File: src/rtl/ff_frame_assembler.sv
// ff_frame_assembler
//   Collects PAYLOAD_BEATS beats of DATA_W-bit demodulator data into a ring of
//   NUM_BUF register buffers. Each buffer starts with a latched HDR_W-bit frame id.
//   Each completed frame is announced to the transmit-clock side by flipping
//   frm_toggle. The consumer frees the oldest buffer by flipping rel_toggle.
//   A frame that arrives while the ring is full is counted and dropped.
//   Deasserting start abandons a partial frame.
//
// Ports
//   ff_clk      capture clock
//   reset       synchronous, active-high
//   ff_en       beat strobe, ff_data valid when high
//   ff_data     payload beat, earliest beat at lowest payload position
//   start       capture enable, low aborts a partial frame
//   frameid     frame id, sampled on the first beat of a frame
//   rel_toggle  asynchronous release toggle, each edge frees the oldest frame
//   rd_addr     RD_W-bit chunk index into buffer rd_head
//   rd_data     combinational chunk rd_addr of buffer rd_head
//   rd_head     index of the oldest committed frame
//   frm_toggle  flips once per committed frame
//   pending     committed, unreleased frames
//   busy        frame fill in progress (filling or dropping)
//   overflow    sticky, set when a frame is dropped
//   drop_cnt    dropped frames, saturates at 255
module ff_frame_assembler #(
    parameter int unsigned DATA_W        = 1,
    parameter int unsigned HDR_W         = 24,
    parameter int unsigned PAYLOAD_BEATS = 625,
    parameter int unsigned PAD_BITS      = 656,
    parameter int unsigned NUM_BUF       = 2,
    parameter int unsigned RD_W          = 4
) (
    input  logic                                ff_clk,
    input  logic                                reset,
    input  logic                                ff_en,
    input  logic [DATA_W-1:0]                   ff_data,
    input  logic                                start,
    input  logic [HDR_W-1:0]                    frameid,
    input  logic                                rel_toggle,
    input  logic [$clog2(PAD_BITS/RD_W)-1:0]    rd_addr,
    output logic [RD_W-1:0]                     rd_data,
    output logic [$clog2(NUM_BUF)-1:0]          rd_head,
    output logic                                frm_toggle,
    output logic [$clog2(NUM_BUF):0]            pending,
    output logic                                busy,
    output logic                                overflow,
    output logic [7:0]                          drop_cnt
);

    localparam int unsigned IDX_W  = $clog2(NUM_BUF);
    localparam int unsigned PEND_W = IDX_W + 1;
    localparam int unsigned CHUNKS = PAD_BITS / RD_W;
    localparam int unsigned RA_W   = $clog2(CHUNKS);
    localparam int unsigned BEAT_W = $clog2(PAYLOAD_BEATS);
    localparam int unsigned POS_W  = $clog2(PAD_BITS);

    localparam logic [PEND_W-1:0] RING_FULL = PEND_W'(NUM_BUF);
    localparam logic [BEAT_W-1:0] LAST_BEAT = BEAT_W'(PAYLOAD_BEATS - 1);

    typedef enum logic [1:0] {
        S_IDLE,
        S_FILL,
        S_DROP
    } state_t;

    state_t              state_q,      state_d;
    logic [BEAT_W-1:0]   beat_cnt_q,   beat_cnt_d;
    logic [IDX_W-1:0]    wr_idx_q,     wr_idx_d;
    logic [IDX_W-1:0]    rd_head_q,    rd_head_d;
    logic [PEND_W-1:0]   pending_q,    pending_d;
    logic                frm_toggle_q, frm_toggle_d;
    logic                overflow_q,   overflow_d;
    logic [7:0]          drop_cnt_q,   drop_cnt_d;
    logic                rel_s1_q, rel_s2_q, rel_s3_q;

    logic [PAD_BITS-1:0] buf_q [NUM_BUF];

    logic                commit;
    logic                rel_ok;
    logic                wr_first;
    logic                wr_beat;
    logic [POS_W-1:0]    wr_pos;
    logic [PAD_BITS-1:0] first_word;
    logic [PAD_BITS-1:0] head_word;

    // State register
    always_ff @(posedge ff_clk) begin
        if (reset) begin
            state_q      <= S_IDLE;
            beat_cnt_q   <= '0;
            wr_idx_q     <= '0;
            rd_head_q    <= '0;
            pending_q    <= '0;
            frm_toggle_q <= 1'b0;
            overflow_q   <= 1'b0;
            drop_cnt_q   <= '0;
            // Preloading the whole chain makes a toggle level held through reset look like "no edge".
            rel_s1_q     <= rel_toggle;
            rel_s2_q     <= rel_toggle;
            rel_s3_q     <= rel_toggle;
        end else begin
            state_q      <= state_d;
            beat_cnt_q   <= beat_cnt_d;
            wr_idx_q     <= wr_idx_d;
            rd_head_q    <= rd_head_d;
            pending_q    <= pending_d;
            frm_toggle_q <= frm_toggle_d;
            overflow_q   <= overflow_d;
            drop_cnt_q   <= drop_cnt_d;
            rel_s1_q     <= rel_toggle;
            rel_s2_q     <= rel_s1_q;
            rel_s3_q     <= rel_s2_q;
        end
    end

    // Next-state logic
    always_comb begin
        state_d      = state_q;
        beat_cnt_d   = beat_cnt_q;
        wr_idx_d     = wr_idx_q;
        rd_head_d    = rd_head_q;
        frm_toggle_d = frm_toggle_q;
        overflow_d   = overflow_q;
        drop_cnt_d   = drop_cnt_q;
        commit       = 1'b0;

        // A release edge with nothing pending is discarded.
        rel_ok = (rel_s2_q ^ rel_s3_q) && (pending_q != '0);

        unique case (state_q)
            S_IDLE: begin
                if (ff_en && start) begin
                    beat_cnt_d = BEAT_W'(1);
                    if (pending_q < RING_FULL) begin
                        state_d = S_FILL;
                    end else begin
                        state_d    = S_DROP;
                        overflow_d = 1'b1;
                        if (drop_cnt_q != 8'hFF) begin
                            drop_cnt_d = drop_cnt_q + 8'd1;
                        end
                    end
                end
            end
            S_FILL, S_DROP: begin
                // Abort does not wait for a beat strobe.
                if (!start) begin
                    state_d    = S_IDLE;
                    beat_cnt_d = '0;
                end else if (ff_en) begin
                    if (beat_cnt_q == LAST_BEAT) begin
                        state_d    = S_IDLE;
                        beat_cnt_d = '0;
                        commit     = (state_q == S_FILL);
                    end else begin
                        beat_cnt_d = beat_cnt_q + BEAT_W'(1);
                    end
                end
            end
            default: begin
                state_d    = S_IDLE;
                beat_cnt_d = '0;
            end
        endcase

        if (commit) begin
            frm_toggle_d = ~frm_toggle_q;
            wr_idx_d     = wr_idx_q + IDX_W'(1);
        end
        if (rel_ok) begin
            rd_head_d = rd_head_q + IDX_W'(1);
        end
        pending_d = pending_q + PEND_W'(commit) - PEND_W'(rel_ok);
    end

    // Output logic
    always_comb begin
        busy     = (state_q != S_IDLE);
        wr_first = (state_q == S_IDLE) && ff_en && start && (pending_q < RING_FULL);
        wr_beat  = (state_q == S_FILL) && ff_en && start;
        wr_pos   = POS_W'(HDR_W) + POS_W'(beat_cnt_q) * POS_W'(DATA_W);

        // The first beat writes the whole buffer, which clears the padding bits.
        first_word                    = '0;
        first_word[HDR_W-1:0]         = frameid;
        first_word[HDR_W +: DATA_W]   = ff_data;

        head_word = buf_q[rd_head_q];
        rd_data   = '0;
        for (int unsigned c = 0; c < CHUNKS; c++) begin
            if (rd_addr == RA_W'(c)) begin
                rd_data = head_word[c*RD_W +: RD_W];
            end
        end

        rd_head    = rd_head_q;
        frm_toggle = frm_toggle_q;
        pending    = pending_q;
        overflow   = overflow_q;
        drop_cnt   = drop_cnt_q;
    end

    // Frame storage, deliberately not reset
    always_ff @(posedge ff_clk) begin
        if (!reset) begin
            if (wr_first) begin
                buf_q[wr_idx_q] <= first_word;
            end else if (wr_beat) begin
                buf_q[wr_idx_q][wr_pos +: DATA_W] <= ff_data;
            end
        end
    end

endmodule
File: config.mk
export PLATFORM = sky130hd
export DESIGN_NAME = ff_frame_assembler
export DESIGN_NICKNAME = d
export VERILOG_FILES = /design/src/rtl/ff_frame_assembler.sv
export SDC_FILE = /design/constraint.sdc
export NUM_CORES = 2
export LEC_CHECK = 0
export CORE_UTILIZATION = 23
export DETAILED_ROUTE_END_ITERATION = 6
export PLACE_DENSITY = 0.48
export SYNTH_ARGS = -nofsm -noshare
export SYNTH_HDL_FRONTEND = slang
export SYNTH_SLANG_ARGS = --single-unit
File: constraint.sdc
create_clock -name ff_clk -period 3.2 [get_ports ff_clk]
set_clock_uncertainty 0.15 [all_clocks]
set_input_delay 0.32 -clock ff_clk [delete_from_list [all_inputs] [get_ports ff_clk]]
set_output_delay 0.32 -clock ff_clk [all_outputs]
set_load 0.005 [all_outputs]
; ---- Yosys cells after proc, flatten, opt, wreduce, memory -nomap -nowiden
; Memories as Yosys holds them, arrays and structs flattened. A register that Yosys moved wholly into a read port is not among the register bits.
; Index checks and enable logic that the tools add are counted.
[word_totals]
register_bits = 29
latchBits = 0
ramBits = 1312
rom_bits = 0
inputBits = 38
out_inout_bits = 18
elab_cells = 1714
mem_count = 1
[classes]
addsub = 8
multipliers = 0
div = 0
order_cmp = 1
n_eq_ne = 170
shift = 2
mux = 846
bitwise = 659
n_reduce_logical = 16
[memory_table]
columns = memory, depth, width, rd, rd_ports_with_merged_regs, wr, line
row1 = buf_q, 2, 656, 1, 1, 1, 76  ; logic [PAD_BITS-1:0] buf_q [NUM_BUF];
[ops]
columns = operator, count
row1 = $mux W1, 670
row2 = $mux W4, 164
row3 = $mux W656, 1
row4 = $or A1 B1 Y1, 656
row5 = $shift A1 B12 Y656 const A, 1
row6 = $shiftx A1 B12 Y656, 1
row7 = $eq A8 B7 Y1 const B, 64
row8 = $eq A8 B8 Y1 const B, 36
row9 = $eq A8 B6 Y1 const B, 32
row10 = $eq A8 B5 Y1 const B, 16
row11 = $eq A8 B4 Y1 const B, 8
row12 = $mux W10, 4
row13 = $eq A8 B3 Y1 const B, 4
row14 = $pmux W10 S2, 1
row15 = $eq A8 B2 Y1 const B, 2
row16 = $neg A10 Y12, 1
row17 = $add A10 B1 Y10 const B, 1
row18 = $add A5 B10 Y10 const A, 1
row19 = $eq A10 B10 Y1 const B, 1
row20 = $mux W2, 5
row21 = $add A8 B1 Y8 const B, 1
row22 = $eq A8 B1 Y1 const B, 1
row23 = $logic_not A8 Y1, 1
row24 = $ne A8 B8 Y1 const B, 1
row25 = other kinds (18), 29

; ---- Depth between registers and ports, before layout
[depth]
word_depth = 165
ltp_mapped = 15
mapped_depth_nobuf = 11

; ---- Worst setup path before layout
; OpenSTA, ideal clock, no wires.
[synth_path]
kind = register -> register
from = register beat_cnt_q[3]
to = memory buf_q[1][208], enable pin
setup_time_ps = 300
t_arrival_ps = 3035
required_time_ps = 2750
path_slack_ps = -284
path_stages_with_launch = 14
path_buffers = 2
period_less_slack_ps = 3484
path_cell_list = dfxtp_1 -> clkbuf_1 -> inv_1 -> ha_1 -> nand3b_1 -> xor2_1 -> nand3_1 -> xor2_1 -> nor3_2 -> nand3_1 -> clkbuf_1 -> nor2_1 -> a21oi_1 -> nor2b_1
[synth_via]
elab_chain_len = 5
[synth_lines]
columns = item, line
row1 = from (decl), 67  ; logic [BEAT_W-1:0] beat_cnt_q, beat_cnt_d;
row2 = from (signal assigned), 103  ; beat_cnt_q <= beat_cnt_d;
row3 = $add A5 B10 Y10, 181  ; wr_pos = POS_W'(HDR_W) + POS_W'(beat_cnt_q) * POS_W'(DATA_W);
row4 = $neg A10 Y12, 209  ; buf_q[wr_idx_q][wr_pos +: DATA_W] <= ff_data;
row5 = $shift A1 B12 Y656, 209
row6 = $mux W656 (implied by the code), 209
row7 = $or A1 B1 Y1 (no source line), -
row8 = to (decl), 76
; Every way passes these cells.

==> results.md <==
- Most used cells in the layout excluding fill and tap cells: sky130_fd_sc_hd__buf_4 (1460), sky130_fd_sc_hd__edfxtp_1 (1312), sky130_fd_sc_hd__nor2_1 (855)
- Routability congestion estimate from global placement: 1.013
- Detailed router's first-iteration violation count: 7867
- Measured slew at the worst slew-check pin: 1.066 ns
- Later-pin clock latency in the skew report: 0.84 ns
- All-layer global routing usage: 23.79%
- Vias after detailed routing: 66.17k
- GR peak layer: met2
- Status: finished with violations
- Average footprint of a synthesized cell: 10.33 um2
- Worst R2R Start: beat_cnt_q[4]$_SDFFE_PP0P_
- Hold slack final: 0.04073 ns
- Critical Path Sink Type: primary output
- Count of fill cells added during filler insertion: 31.66k
- Cell leakage power: 0.03444 uW
- Share of the clock period used by the worst path: 153.7%
- Number of synthesized flops with an enable pin: 1312
- Initial standard-cell utilization of the core: 23.14%
- Met1 track utilization from global routing: 31.09%
- Via count of the first global-routing pass: 64.45k
- Overflow after GRT: 0
- M2 GR Usage: 38.13%
- Yosys warning total: 0
- Post-placement cell count: 12.34k
- Max cap viols: 0
- Post-synth net total: 7105
- Sequential element share of the synthesized area: 54.89%
- Count of standard-cell rows: 206
- Required arrival time at the worst endpoint: 2.73 ns
- Max Buffers Root-to-Sink: 4
- Depth of the CTS H-tree: 4
- Sink count of the clock tree: 1342
- Max-slew violations: 0
- Netlist Area Pre-Place: 0.07287 mm2
- Most used DFF post-synth: sky130_fd_sc_hd__edfxtp_1
- Die height: 564.9 um
- CTS tree: built
- Met3 GRT Util: 3.969%
- Most common cell after layout, fill and taps aside: sky130_fd_sc_hd__buf_4
- IO Count: 56
- Per-cell routed wire length: 30.82 um
- Critical path launch point type: register
- Switching power: 11210 uW
- Net count, final: 8579
- Footprint of the multi-input gates: 0.03681 mm2
- Layout Cells excl Fill: 12.82k
- Clock-pin slew on the worst setup and hold paths: 0.06 ns
- Hold violation total from the final report: 0
- Synthesis-to-layout area growth: 46.23%
- Minimum clock period after layout: 4.919 ns
- Hold WC Path Type: in -> reg
- Fraction of registers with async set/reset: 0%
- Full die area: 0.3191 mm2
- Max FO, Critical Path: 7
- Number of distinct library cells after synthesis: 86
- Synthesized flop and latch total: 1342
- Violations in the final reports: negative setup slack
- Setup repair after global routing missed its margin: yes
- Largest vdd supply drop: 0.3900 mV
- Antenna viol nets, final: 0
- Sw Ratio: 26.15%
- Maximum number of pins on one net before global-route repair: 187
- Cells after synthesis: 7053
- Start point of the worst min-delay path: frameid[8]
- Number of buffers created by CTS: 169
- Remaining routing DRC violations: 0
- Cell Pwr Density: 402.3 mW/mm2
- Reg area: 0.04001 mm2
- Total of endpoints with negative setup slack in the final report: 168
- Overall power after layout: 42870 uW
- Floorplan core area: 0.3150 mm2
- Initial antenna violation count: 24
- Worst path arrival time: 4.45 ns
- Clk pwr share: 42.7%
- Critical path type: reg -> out
- Total Routed Length: 395000 um
- Post-DP HPWL: 290100 um
- Final TNS setup: -12.61 ns
- Gate power share: 11.8%
- Slew HR: 28.94%
- First-pass GRT wire length: 526000 um
- Share of post-route cells with drive strength above 1: 39.63%
- Worst Slack Setup Final: -1.719 ns
- Die Width: 564.9 um
- Share of total power in sequential cells: 45.4%
- Clock root buffer: sky130_fd_sc_hd__clkbuf_16
- Number of detailed-route iterations in the first pass: 6
- Achievable clock frequency: 0.2033 GHz
- Internal power component: 31660 uW
- Vias per cell: 5.163
- Port-buffer cells: 55
==> sequential cells by signal, indices dropped and copies added (netlist names), named ones only <==
signal and count:
frm_toggle 1, buf_q 1312, drop_cnt 8, pending 2
wr_idx_q 1, rel_s3_q 1, rel_s2_q 1, beat_cnt_q 10
overflow 1, rd_head 1, rel_s1_q 1, state_q 2
==> through the flow <==
| stage | setup WS (ns) | utilization, % | area, um2 |
|---|---|---|---|
| global route | -1.728 | 33.82 | 106500 |
| global placement | -2.207 | 29.10 | 91650 |
| CTS | -1.676 | 31.71 | 99890 |
| floorplan | -0.01060 | - | 73050 |
| finish | -1.719 | 33.83 | 106600 |
| detailed placement | -1.985 | 29.10 | 91660 |
==> path summary, 6_finish.rpt <==
| check | end | slack (ns) | cells after the start |
|---|---|---|---|
| worst max-delay path | rd_data[3] | -1.72 | 16 |
| worst min-delay path | buf_q[0][8]$_DFFE_PP_ | 0.04 | 2 |
| worst max register to register | buf_q[0][65]$_DFFE_PP_ | -0.11 | 14 |
| worst min register to register | rel_s2_q$_DFF_P_ | 0.30 | 2 |
==> what timing repair did <==
item | in CTS | in global routing
setup buffers | 88 | 77
pin swaps | 75 | 247
hold endpoints to repair | 7 | 0
hold buffers | 3 | 0
gates cloned | 17 | 16
endpoints found under the setup margin | 1713 | 2123
gates resized for setup | 484 | 1533
==> power groups by stage <==
stage	clock network (uW)	registers [uW]	logic, uW
after global routing	19200	19500	5180
after detailed placement	0	19800	4380
after CTS	18600	19500	4530
after floorplan	0	19800	1620
final	18300	19500	5070
after global placement	0	19800	4350
==> critical path: stages, from the launching register on <==
cell and delay, ns:
sky130_fd_sc_hd__dfxtp_4 0.38, sky130_fd_sc_hd__buf_12 0.16, sky130_fd_sc_hd__buf_12 0.16, sky130_fd_sc_hd__buf_16 0.16, sky130_fd_sc_hd__buf_12 0.16, sky130_fd_sc_hd__buf_8 0.14, sky130_fd_sc_hd__buf_6 0.13, sky130_fd_sc_hd__buf_4 0.13
sky130_fd_sc_hd__mux2i_1 0.12, sky130_fd_sc_hd__buf_4 0.17, sky130_fd_sc_hd__o211ai_1 0.43, sky130_fd_sc_hd__nor3_1 0.10, sky130_fd_sc_hd__nor4_1 0.43, sky130_fd_sc_hd__buf_4 0.25, sky130_fd_sc_hd__o211ai_1 0.13, sky130_fd_sc_hd__o41ai_4 0.33
sky130_fd_sc_hd__buf_6 0.20
==> layer usage <==
layer	wire (um)	up-vias	part of all wire (%)
met1	161000	33873	41
met3	31150	783	7.9
met5	95	-	0.024
met2	179300	3031	45
li1	-	28466	-
met4	23480	14	5.9
==> kinds of logic after synthesis <==
logic type               count (synthesis)  share of synthesized area, %
AO/OA/AOI/OAI                         1547                         12.29
multiplexers                           639                         9.151
AND/OR/NAND/NOR                       2817                         19.13
flip-flops                            1342                         54.89
buffers and inverters                  664                         3.934
adder cells (fa/ha/maj)                 14                        0.2404
XOR/XNOR                                30                        0.3606
==> final cells by class <==
class | count | area share (%)
Timing Repair Buffer | 1950 | 18.18
Multi-Input combinational cell | 5047 | 34.54
Sequential cell | 1342 | 37.55
Clock buffer | 206 | 4.119
Clock inverter | 83 | 0.6376
Inverter | 17 | 0.05988
Antenna cell | 10 | 0.02348
Tap cell | 4160 | 4.885
==> cell usage after synthesis (42+ instances only) <==
cell type	instances	area (um2)
sky130_fd_sc_hd__a211oi_1	44	330.3
sky130_fd_sc_hd__a21oi_1	533	2668
sky130_fd_sc_hd__a22oi_1	46	345.3
sky130_fd_sc_hd__a31oi_1	80	500.5
sky130_fd_sc_hd__and2_1	297	1858
sky130_fd_sc_hd__buf_1	42	157.7
sky130_fd_sc_hd__buf_2	96	480.5
sky130_fd_sc_hd__buf_4	53	397.9
sky130_fd_sc_hd__clkbuf_1	447	1678
sky130_fd_sc_hd__edfxtp_1	1312	39400
sky130_fd_sc_hd__mux2_2	108	1216
sky130_fd_sc_hd__mux2i_1	520	5205
sky130_fd_sc_hd__nand2_1	366	1374
sky130_fd_sc_hd__nand3_1	55	275.3
sky130_fd_sc_hd__nor2_1	1116	4189
sky130_fd_sc_hd__nor2b_1	672	4204
sky130_fd_sc_hd__nor3_1	152	760.7
sky130_fd_sc_hd__o21ai_0	514	2572
sky130_fd_sc_hd__o22ai_1	88	550.5
Power figures use the tool's default switching activity.
